===== src/rtl/pro_pkg.sv =====
// Shared constants and types for the pro_fcl sequencer and its result bank.
package pro_pkg;

  localparam int PRO_WIDTH    = 8;
  localparam int PRO_PARALLEL = 16;
  localparam int ACC_WIDTH    = 20;
  localparam int MAX_LEN      = 1024;

  localparam int LW = $clog2(MAX_LEN + 1);
  localparam int SW = $clog2(ACC_WIDTH);
  localparam int IW = $clog2(PRO_PARALLEL);

  typedef enum logic [2:0] {IDLE, FEED, FLUSH, CAPTURE, DRAIN} pro_seq_state_e;

  typedef logic signed [PRO_WIDTH-1:0] pro_word_t;

endpackage


===== src/rtl/pro_res_bank.sv =====
// Captures the PE array results in one cycle, then serializes them as a
// valid/ready word stream indexed by PE number.
module pro_res_bank
  import pro_pkg::*;
(
  input  logic                              clk,
  input  logic                              rst,
  input  logic                              capture_i,
  input  logic                              drain_i,
  input  logic [PRO_PARALLEL*PRO_WIDTH-1:0] pe_out_i,
  input  logic                              m_ready_i,
  output logic                              m_valid_o,
  output logic signed [PRO_WIDTH-1:0]       m_data_o,
  output logic [IW-1:0]                     m_idx_o,
  output logic                              m_last_o,
  output logic                              last_hs_o
);

  pro_word_t       bank_q [PRO_PARALLEL];
  logic [IW-1:0]   idx_q, idx_d;

  always_ff @(posedge clk or negedge rst) begin
    if (!rst) begin
      for (int i = 0; i < PRO_PARALLEL; i++) bank_q[i] <= '0;
    end else if (capture_i) begin
      for (int i = 0; i < PRO_PARALLEL; i++) bank_q[i] <= pe_out_i[i*PRO_WIDTH +: PRO_WIDTH];
    end
  end

  // The index parks at 0 between groups so the next drain starts at PE 0.
  always_comb begin
    idx_d = idx_q;
    if (capture_i) begin
      idx_d = '0;
    end else if (m_valid_o && m_ready_i) begin
      idx_d = m_last_o ? '0 : idx_q + 1'b1;
    end
  end

  always_ff @(posedge clk or negedge rst) begin
    if (!rst) idx_q <= '0;
    else      idx_q <= idx_d;
  end

  assign m_valid_o = drain_i;
  assign m_data_o  = drain_i ? bank_q[idx_q] : '0;
  assign m_idx_o   = idx_q;
  assign m_last_o  = drain_i && (idx_q == IW'(PRO_PARALLEL - 1));
  assign last_hs_o = m_last_o && m_ready_i;

endmodule


===== src/rtl/pro_fcl_seq.sv =====
// Per-group sequencer for the pro_fcl binary FC PE array: feeds pixels and
// weight words, clears accumulators on beat 0, then drains the shifted sums.
module pro_fcl_seq
  import pro_pkg::*;
(
  input  logic                              clk,
  input  logic                              rst,
  input  logic                              cfg_start,
  input  logic [LW-1:0]                     cfg_in_len,
  input  logic [SW-1:0]                     cfg_shift,
  output logic                              busy,
  output logic                              done,
  input  logic                              s_valid,
  output logic                              s_ready,
  input  logic signed [PRO_WIDTH-1:0]       s_data,
  output logic                              w_rd_en,
  output logic [LW-1:0]                     w_addr,
  input  logic [PRO_PARALLEL-1:0]           w_data,
  output logic signed [PRO_WIDTH-1:0]       pe_input,
  output logic [PRO_PARALLEL-1:0]           pe_w,
  output logic                              pe_acc_clr_n,
  output logic [SW-1:0]                     pe_shift,
  input  logic [PRO_PARALLEL*PRO_WIDTH-1:0] pe_out,
  output logic                              m_valid,
  input  logic                              m_ready,
  output logic signed [PRO_WIDTH-1:0]       m_data,
  output logic [IW-1:0]                     m_idx,
  output logic                              m_last
);

  pro_seq_state_e state_q, state_d;
  logic [LW-1:0]  len_q, len_d;
  logic [LW-1:0]  cnt_q, cnt_d;
  logic [SW-1:0]  shift_q, shift_d;
  pro_word_t      pix_q, pix_d;
  logic           beat_vld_q, beat_vld_d;
  logic           first_q, first_d;
  logic           done_q, done_d;
  logic           beat_hs, last_hs;

  always_ff @(posedge clk or negedge rst) begin
    if (!rst) state_q <= IDLE;
    else      state_q <= state_d;
  end

  always_ff @(posedge clk or negedge rst) begin
    if (!rst) begin
      len_q      <= '0;
      cnt_q      <= '0;
      shift_q    <= '0;
      pix_q      <= '0;
      beat_vld_q <= 1'b0;
      first_q    <= 1'b0;
      done_q     <= 1'b0;
    end else begin
      len_q      <= len_d;
      cnt_q      <= cnt_d;
      shift_q    <= shift_d;
      pix_q      <= pix_d;
      beat_vld_q <= beat_vld_d;
      first_q    <= first_d;
      done_q     <= done_d;
    end
  end

  assign s_ready = (state_q == FEED) && (cnt_q != len_q);
  assign beat_hs = s_valid && s_ready;

  always_comb begin
    state_d    = state_q;
    len_d      = len_q;
    cnt_d      = cnt_q;
    shift_d    = shift_q;
    pix_d      = pix_q;
    beat_vld_d = 1'b0;
    first_d    = 1'b0;
    done_d     = 1'b0;
    w_rd_en    = 1'b0;
    case (state_q)
      IDLE: begin
        if (cfg_start) begin
          len_d   = cfg_in_len;
          shift_d = cfg_shift;
          cnt_d   = '0;
          if (cfg_in_len == '0) done_d  = 1'b1;
          else                  state_d = FEED;
        end
      end
      FEED: begin
        // The weight read issues with the handshake so its data lines up
        // with the registered pixel in the following cycle.
        if (beat_hs) begin
          w_rd_en    = 1'b1;
          pix_d      = s_data;
          beat_vld_d = 1'b1;
          first_d    = (cnt_q == '0);
          cnt_d      = cnt_q + 1'b1;
          if (cnt_q == len_q - LW'(1)) state_d = FLUSH;
        end
      end
      FLUSH:   state_d = CAPTURE;
      CAPTURE: state_d = DRAIN;
      DRAIN: begin
        if (last_hs) begin
          done_d  = 1'b1;
          state_d = IDLE;
        end
      end
      default: state_d = IDLE;
    endcase
  end

  // Non-beat cycles present a zero pixel, which the array treats as neutral.
  assign pe_input     = beat_vld_q ? pix_q : '0;
  assign pe_w         = beat_vld_q ? w_data : '0;
  assign pe_acc_clr_n = !(beat_vld_q && first_q);
  assign pe_shift     = shift_q;
  assign w_addr       = cnt_q;
  assign busy         = (state_q != IDLE);
  assign done         = done_q;

  pro_res_bank u_bank (
    .clk       (clk),
    .rst       (rst),
    .capture_i (state_q == CAPTURE),
    .drain_i   (state_q == DRAIN),
    .pe_out_i  (pe_out),
    .m_ready_i (m_ready),
    .m_valid_o (m_valid),
    .m_data_o  (m_data),
    .m_idx_o   (m_idx),
    .m_last_o  (m_last),
    .last_hs_o (last_hs)
  );

endmodule


===== config.mk =====
export PLATFORM = sky130hd
export DESIGN_NAME = pro_fcl_seq
export DESIGN_NICKNAME = d
export VERILOG_FILES = /design/src/rtl/pro_pkg.sv /design/src/rtl/pro_res_bank.sv /design/src/rtl/pro_fcl_seq.sv
export SDC_FILE = /design/constraint.sdc
export NUM_CORES = 1
export LEC_CHECK = 0
export BUFFER_PORTS_ARGS = -buffer_cell sky130_fd_sc_hd__buf_2
export CORE_MARGIN = 3
export CORE_UTILIZATION = 59
export CTS_BUF_LIST = sky130_fd_sc_hd__clkbuf_2
export CTS_CLUSTER_SIZE = 12
export DETAILED_ROUTE_END_ITERATION = 6
export GPL_ROUTABILITY_DRIVEN = 0
export MAX_ROUTING_LAYER = met4
export PLACE_DENSITY = 0.95
export SETUP_SLACK_MARGIN = 0.15
export SKIP_CTS_REPAIR_TIMING = 1
export SLEW_MARGIN = 10
export SYNTH_ARGS = -nofsm -noshare
export SYNTH_HDL_FRONTEND = slang
export SYNTH_SLANG_ARGS = --single-unit

===== constraint.sdc =====
create_clock -name clk -period 3.6 [get_ports clk]
set_input_delay 0.72 -clock clk [delete_from_list [all_inputs] [get_ports clk]]
set_output_delay 0.72 -clock clk [all_outputs]
set_load 0.02 [all_outputs]

==> results of run 1 <==
routing by layer:
metal  wire length (um)  track usage, %
met1               7880            34.6
met2              10400            43.9
met3               1900            8.19
met4               1050            15.0
met5                  0               -
metrics by stage:
step / worst slack (ns) / cells
detailed placement: 0.613 / 991
global route: -0.0791 / 1027
floorplan: 0.752 / 615
finish: 0.0489 / 1027
CTS: -0.246 / 1019
global placement: 0.691 / 991
synthesized netlist by cell type, drive strengths merged, types with 2 or more instances:
library cell and count:
mux2i 3, a21oi 5, ha 4, or4 4
o22ai 2, mux4 40, nand4 6, nand2b 2
nand3b 5, o31ai 6, and2b 2, a21o 3
or3b 2, clkbuf 21, nor2 10, nor3 7
o21ai 5, nand3 11, nor4 9, xnor2 8
dfrtp 173, o211ai 3, mux2 136, and2 36
nand2 64, xor2 14, buf 16, inv 9
layout make-up:
type                       count  area, um2
timing repair buffer         242       1370
inverter                       9       36.3
clock inverter                 9       77.6
antenna                        3       7.51
tap                          176        220
multi-input combinational    396       3780
fill                         865       3590
clock buffer                  19       95.1
sequential                   173       4340
worst min-delay path, cell delays in order:
cell and delay, ns:
buf_2 0.07, nand2_1 0.04, nand2_1 0.05
power by group through the flow:
stage	clock [uW]	sequential, uW	combinational, uW
final	847	3530	2310
after global routing	951	3600	2520
after CTS	870	3500	2300
after detailed placement	0	3550	2280
after global placement	0	3500	2150
after floorplan	0	3260	1740
worst paths after layout:
kind / start / endpoint / slack (ns)
setup reg to reg: u_bank.m_idx_o[0] / state_q[0] / 1.16
min in group asynchronous: rst / u_bank.bank_q[122] / 0.61
hold / removal: cfg_shift[4] / pe_shift[4] / 0.18
max in group asynchronous: rst / u_bank.bank_q[11] / 2.13
setup / recovery: u_bank.m_idx_o[0] / m_data[4] / 0.05
hold reg to reg: pe_shift[3] / pe_shift[3] / 0.50
sequential cells by signal, indices dropped and copies added, names as in the netlist:
name / count
len_q: 11
state_q: 3
w_addr: 11
u_bank.m_idx_o: 4
pe_shift: 5
beat_vld_q: 1
u_bank.bank_q: 128
done: 1
pix_q: 8
first_q: 1
cells by family (layout without fill, tap and decap cells):
group | after synthesis | count (layout)
fa+ha+maj | 4 | 4
compound gates | 30 | 30
flops | 173 | 173
buf+inv | 46 | 279
simple gates | 160 | 160
mux | 179 | 179
xor+xnor | 23 | 23
other cells | 0 | 3
==> results.tsv, run 1 <==
metric	value	unit
cp.required	2.88	ns
syn_area_per_cell	13.5	um2
final_area	9910	um2
post_synth_fa_ha_maj_area_fraction	0.603	%
whs	0.175	ns
io_buffers	231	
fin_nets	1016	
clock_sinks	173	
vdd_drop_max	526	uV
cts_buffers	17	
power.share.clock	12.7	%
crit_slowest_cell	dfrtp_4	
synth_edf_count	0	
syn-num-nets	792	
fmax	0.282	GHz
synth-simple-area-share	10.0	%
setup_viol	0	
worst-r2r-cell-count	9	
layout-drive-gt1-share	53.4	%
dieArea	15500	um2
min_path_type	primary input to flip-flop	
critical_path_class	flip-flop to output port	
start_kind	flip-flop	
clockBufferDepth	2	
synth_top_cell_area_share	52.1	%
synth_compound_area_share	2.40	%
comb_power_share	34.6	%
clkSlewWorstSetupHoldPaths	0.23	ns
fp.dieH	125	um
synth_xor_area_share	2.61	%
utilization	73.4	%
relSlewSlack	42.6	%
place_hpwl	15.9	mm
grt_pass1_wl	33.0	mm
cts_max_level	4	
ys.flop_type	dfrtp_1	
end_kind	output port	
synth_top_family_by_area	multiplexers	
area_growth	19.4	%
power.internal	4410	uW
dpl_cell_area	9590	um2
ys_async_sr_fraction	100	%
core-area	13500	um2
run_status	finished clean	
syn_inst	615	
yosysWarnings	0	
final_cell_mix	buf_2 (226), dfrtp_1 (171), mux2_2 (131)	
fin_crit	3.55	ns
num_rows	42	
first_global_vias	6070	
start_util	61.5	%
worstMarginPinSlew	0.861	ns
synthesis.area	8310	um2
grt_max_degree	134	
crit_buf_inv	2	
grt_usage	28.6	%
overflow	0	
drc	0	
synthTopCellsByArea	dfrtp_1 (52%), mux2_2 (18%), mux4_2 (11%)	
ys_ff_latch	173	
crit_family	multiplexers	
dr.first_iter.drc_count	429	
crit_chain	clkbuf_16 -> mux4_2 -> mux4_2 -> and2_1 -> buf_2	
crit_top_cell	mux4_2	
cts_tree	done	
worstPathMaxFanout	9	
first_pass_iters	5	
p_per_area	674	nW/um2
rsz0062_at_grt	yes	
clock_skew	0.0335	ns
finalCritPeriodShare	98.6	%
power	6690	uW
synthMuxAreaShare	29.6	%
grt_antenna_before_repair	3	
yosys.area.top_type	dfrtp_1	
hold_viol	0	
cp.arrival	2.83	ns
clk_latency	0.73	ns
ys_types	48	
die_x	125	um
swShare	34.1	%
ys_seq_area_share	52.1	%
fin_tns_setup	0	ns
p_leak	0.00462	uW
vias	6051	
crit_cells	5	
ant_nets	0	
whs_path_depth	3	
ios	232	
drt-vias-per-instance	5.89	
max-cap-violations	0	
max_stage_delay	0.58	ns
cts_root_buf	clkbuf_2	
routed_wl	21.2	mm
seq_power_share	52.7	%
slew_viol_final	0	
p_sw	2280	uW
avgRoutedWirePerCell	20.7	um
layout_commonest_cell	buf_2	
Power figures use the tool's default switching activity.
==> run 2, diff against run 1 <==
- CORE_ASPECT_RATIO: unset -> 0.5
==> results.tsv, run 2 (synthesized netlist as in run 1, its figures left out) <==
metric	value	unit	change
vias	6379		was 6051
rsz0062_at_grt	yes		unchanged
ios	232		unchanged
min_path_type	primary input to asynchronous set/reset pin		was primary input to flip-flop
p_leak	0.00466	uW	was 0.00462 uW
io_buffers	231		unchanged
clkSlewWorstSetupHoldPaths	0.28	ns	was 0.23 ns
cts_max_level	4		unchanged
place_hpwl	16.6	mm	was 15.9 mm
comb_power_share	33.3	%	was 34.6%
dpl_cell_area	9620	um2	was 9590 um2
area_growth	20.2	%	was 19.4%
swShare	36.8	%	was 34.1%
grt_antenna_before_repair	5		was 3
routed_wl	24.4	mm	was 21.2 mm
avgRoutedWirePerCell	23.4	um	was 20.7 um
slew_viol_final	0		unchanged
hold_viol	0		unchanged
clock_skew	0.0302	ns	was 0.0335 ns
vdd_drop_max	387	uV	was 526 uV
critical_path_class	flip-flop to output port		unchanged
power.share.clock	16.3	%	was 12.7%
grt_pass1_wl	35.5	mm	was 33.0 mm
grt_usage	30.1	%	was 28.6%
first_pass_iters	5		unchanged
largest_register_ffs	128		unchanged
grt_max_degree	99		was 134
final_cell_mix	buf_2 (230), dfrtp_1 (171), mux2_2 (131)		was buf_2 (226), dfrtp_1 (171), mux2_2 (131)
p_per_area	720	nW/um2	was 674 nW/um2
nFillCells	810		was 865
start_util	62.9	%	was 61.5%
largest-register	u_bank.bank_q		unchanged
max_stage_delay	0.54	ns	was 0.58 ns
clk_latency	0.75	ns	was 0.73 ns
cts_root_buf	clkbuf_2		unchanged
power.internal	4540	uW	was 4410 uW
fmax	0.279	GHz	was 0.282 GHz
drc	0		unchanged
cp.required	2.88	ns	about the same
fin_crit	3.58	ns	was 3.55 ns
final_area	9980	um2	was 9910 um2
overflow	0		unchanged
drt-vias-per-instance	6.11		was 5.89
run_status	finished clean		unchanged
seq_power_share	50.4	%	was 52.7%
num_rows	29		was 42
first_global_vias	6601		was 6070
core-area	13200	um2	was 13500 um2
start_kind	flip-flop		unchanged
clockBufferDepth	2		unchanged
clock_sinks	173		unchanged
p_sw	2640	uW	was 2280 uW
finalCritPeriodShare	99.4	%	was 98.6%
fp.dieH	89.9	um	was 125 um
dr.first_iter.drc_count	647		was 429
crit_chain	clkbuf_16 -> mux4_2 -> mux4_2 -> and2_1 -> buf_2		unchanged
dieArea	15600	um2	was 15500 um2
ant_nets	0		unchanged
dp_cells	1003		was 991
fin_nets	1016		unchanged
cp.arrival	2.86	ns	was 2.83 ns
cts_tree	done		unchanged
stdcell_count	1044		was 1027
layout_commonest_cell	buf_2		unchanged
max-cap-violations	0		unchanged
worstPathMaxFanout	14		was 9
worstMarginPinSlew	0.911	ns	was 0.861 ns
setup_viol	0		unchanged
layout-drive-gt1-share	53.6	%	was 53.4%
relSlewSlack	39.2	%	was 42.6%
cts_buffers	17		unchanged
crit_top_cell	mux4_2		unchanged
die_x	174	um	was 125 um
end_kind	output port		unchanged
crit_slowest_cell	mux4_2		was dfrtp_4
==> run 2: layout make-up <==
| class | instances | area [um2] | area share [%] |
|---|---|---|---|
| antenna | 6 | 15.0 | 0.150 |
| clock buffer | 17 | 85.1 | 0.852 |
| clock inverter | 15 | 194 | 1.94 |
| inverter | 9 | 36.3 | 0.363 |
| multi-input combinational | 396 | 3770 | 37.8 |
| sequential | 173 | 4330 | 43.4 |
| tap | 186 | 233 | 2.33 |
| timing repair buffer | 242 | 1320 | 13.2 |
==> run 2: final timing paths <==
path / endpoint / start / slack, ns / cells after the start
worst max-delay path: m_data[3] / u_bank.m_idx_o[0] / 0.02 / 5
worst min-delay path: u_bank.bank_q[51] / rst / 0.006 / 1
worst max register to register: state_q[0] / u_bank.m_idx_o[0] / 1.07 / 9
worst min register to register: pe_shift[3] / pe_shift[3] / 0.52 / 2
max in group asynchronous: u_bank.bank_q[69] / rst / 2.75 / 2
min in group clk: len_q[9] / cfg_in_len[9] / 0.16 / 3
==> run 2: power groups by stage <==
stage               Combinational, uW  Sequential (uW)  Clock [uW]
floorplan                        1740             3260           0
global placement                 2140             3500           0
detailed placement               2290             3540           0
CTS                              2330             3510        1170
global route                     2560             3670        1260
finish                           2390             3620        1170
==> run 2: through the flow <==
step                      TNS, ns  setup WS, ns  hold WS, ns  total power, uW  utilization, %
after detailed placement        0         0.825        0.461             5830            72.8
after global routing       -0.239       -0.0543       0.0245             7480            75.6
final                           0        0.0205      0.00647             7180            75.6
after floorplan                 0         0.752        0.424             5000               -
after CTS                 -0.0548       -0.0290       0.0186             7000            74.9
after global placement          0         0.904        0.453             5630            72.8
==> run 2: worst max-delay path: cells and delay by family, from the launching register on <==
kind | cells | cell delay (ns)
buffers and inverters | 2 | 0.39
DFF | 1 | 0.53
and+or+nand+nor | 1 | 0.17
muxes | 2 | 1.03
==> run 2: metal layers <==
layer / GRT usage [%] / wire (um) / up-vias
li1: - / - / 2669
met1: 37.6 / 9120 / 3171
met2: 47.8 / 12000 / 442
met3: 5.93 / 2200 / 97
met4: 14.6 / 1120 / 0
met5: - / 0 / -
==> run 3, diff against run 2 <==
- ABC_AREA: unset -> 1
==> results.tsv, run 3 <==
metric	value	unit	change
synth_top_family_by_area	simple AND/OR/NAND/NOR gates		was multiplexers
r2r_start	state_q[0]		was u_bank.m_idx_o[0]
first_pass_iters	7		was 5
first_global_vias	8474		was 6601
cp.required	2.88	ns	about the same
cts_root_buf	clkbuf_2		unchanged
worstPathMaxFanout	35		was 14
clkSlewWorstSetupHoldPaths	0.26	ns	was 0.28 ns
slew_viol_final	0		unchanged
clockBufferDepth	2		unchanged
vdd_drop_max	230	uV	was 387 uV
fin_tns_setup	0	ns	unchanged
dr.first_iter.drc_count	1045		was 647
post_synth_fa_ha_maj_area_fraction	0.568	%	was 0.603%
fin_crit	3.35	ns	was 3.58 ns
worstMarginPinSlew	0.869	ns	was 0.911 ns
synth-simple-area-share	32.2	%	was 10.0%
synth_edf_count	0		unchanged
synth.top_cells.by_count	nand2_1 (556), dfrtp_1 (173), nor2_1 (98), o21ai_0 (82), inv_1 (65)		was dfrtp_1 (173), mux2_2 (131), nand2_1 (63), mux4_2 (40), and2_1 (36)
layout_commonest_cell	nand2_1		was buf_2
io_buffers	231		unchanged
critical_path_class	flip-flop to output port		unchanged
die_x	179	um	was 174 um
yosys.area.top_type	dfrtp_1		unchanged
min_path_type	primary input to asynchronous set/reset pin		unchanged
crit_path_start	u_bank.m_idx_o[0]		unchanged
drt-vias-per-instance	5.57		was 6.11
grt_pass1_wl	40.6	mm	was 35.5 mm
ios	232		unchanged
largest-register	u_bank.bank_q		unchanged
ys_ff_latch	173		unchanged
setup_ws	0.250	ns	was 0.0205 ns
run_status	complete, but fails checks		was finished clean
num_rows	30		was 29
fin_nets	1565		was 1016
clk_latency	0.75	ns	about the same
ys_seq_area_share	49.1	%	was 52.1%
relSlewSlack	42.0	%	was 39.2%
utilization	73.3	%	was 75.6%
p_per_area	542	nW/um2	was 720 nW/um2
max_stage_delay	0.49	ns	was 0.54 ns
crit_chain	inv_4 -> buf_12 -> o21ai_0 -> o221ai_1 -> o211ai_1 -> a21oi_1 -> buf_2		was clkbuf_16 -> mux4_2 -> mux4_2 -> and2_1 -> buf_2
cts_tree	done		unchanged
largest_register_ffs	128		unchanged
synth_top_cell_area_share	49.1	%	was 52.1%
post-synth-top-count-cell	nand2_1		was dfrtp_1
synth_xor_area_share	1.09	%	was 2.61%
ys.flop_type	dfrtp_1		unchanged
yosysWarnings	0		unchanged
place_hpwl	18.9	mm	was 16.6 mm
synth_compound_area_share	10.2	%	was 2.40%
cts_max_level	4		unchanged
ant_nets	0		unchanged
drc	2		was 0
syn_inst	1188		was 615
rsz0062_at_grt	yes		unchanged
clock_skew	0.0345	ns	was 0.0302 ns
vias	8863		was 6379
synthTopCellsByArea	dfrtp_1 (49%), nand2_1 (24%), o21ai_0 (4.7%)		was dfrtp_1 (52%), mux2_2 (18%), mux4_2 (11%)
area_growth	17.0	%	was 20.2%
ys_async_sr_fraction	100	%	unchanged
layout-drive-gt1-share	22.9	%	was 53.6%
max-cap-violations	0		unchanged
start_util	62.6	%	was 62.9%
grt_usage	32.0	%	was 30.1%
syn-num-nets	1365		was 792
setup_viol	0		unchanged
overflow	0		unchanged
clock_sinks	173		unchanged
p_leak	0.00538	uW	was 0.00466 uW
crit_buf_inv	3		was 2
ys_types	34		was 48
violations	DRC, hold timing		
crit_family	buffers and inverters		was multiplexers
final_cell_mix	nand2_1 (556), buf_2 (230), dfrtp_1 (172)		was buf_2 (230), dfrtp_1 (171), mux2_2 (131)
routed_wl	25.3	mm	was 24.4 mm
core-area	14100	um2	was 13200 um2
fp.dieH	92.4	um	was 89.9 um
dp_slack	0.944	ns	was 0.825 ns
hold_viol	2		was 0
grt_max_degree	99		unchanged
power	5590	uW	was 7180 uW
start_kind	flip-flop		unchanged
avgRoutedWirePerCell	15.9	um	was 23.4 um
fmax	0.299	GHz	was 0.279 GHz
finalCritPeriodShare	93.0	%	was 99.4%
whs	-0.00518	ns	was 0.00647 ns
synthesis.area	8820	um2	was 8310 um2
dieArea	16500	um2	was 15600 um2
synthMuxAreaShare	0	%	was 29.6%
crit_slowest_cell	dfrtp_2		was mux4_2
cts_buffers	17		unchanged
syn_area_per_cell	7.42	um2	was 13.5 um2
end_kind	output port		unchanged
cp.arrival	2.63	ns	was 2.86 ns
grt_antenna_before_repair	1		was 5
## run 3: final timing paths
check / end / slack, ns / cells past startpoint
max in group asynchronous: u_bank.bank_q[85] / 2.63 / 2
max: m_data[5] / 0.25 / 7
min in group clk: u_bank.bank_q[61] / 0.13 / 3
max reg2reg: u_bank.bank_q[34] / 1.40 / 6
min: u_bank.bank_q[57] / -0.005 / 1
min reg2reg: u_bank.bank_q[91] / 0.51 / 2
## run 3: cells by family after synthesis
logic type / after synthesis
flip-flops: 173
XOR/XNOR: 11
AO/OA/AOI/OAI: 149
AND/OR/NAND/NOR: 709
buffers and inverters: 142
adder cells (fa/ha/maj): 4
## run 3: final cells by class
cell class / count / area, um2
diodes: 1 / 2.50
inverters: 79 / 304
multi-input cells: 873 / 3890
clock buffers: 17 / 85.1
fillers: 1052 / 3760
clock inverters: 13 / 164
well taps: 192 / 240
flip-flops and latches: 173 / 4330
repair buffers: 244 / 1300
## run 3: power by group
part	internal, uW	leakage (uW)	switching, uW	total, uW
clock	386	0.000147	707	1090
sequential	2370	0.00171	387	2760
combinational	609	0.00352	1130	1740
total	3370	0.00538	2220	5590
## run 3: per-layer routing
metal | wire length (um) | share of wire, % | global-route usage [%]
met1 | 9920 | 39 | 40.8
met2 | 11600 | 46 | 49.6
met3 | 2930 | 12 | 7.33
met4 | 931 | 3.7 | 13.7
met5 | 0 | 0 | -
## run 3: per-stage QoR
step                area (um2)  cells
floorplan                 8820   1188
global placement         10000   1558
detailed placement       10000   1558
CTS                      10300   1588
global route             10300   1592
finish                   10300   1592
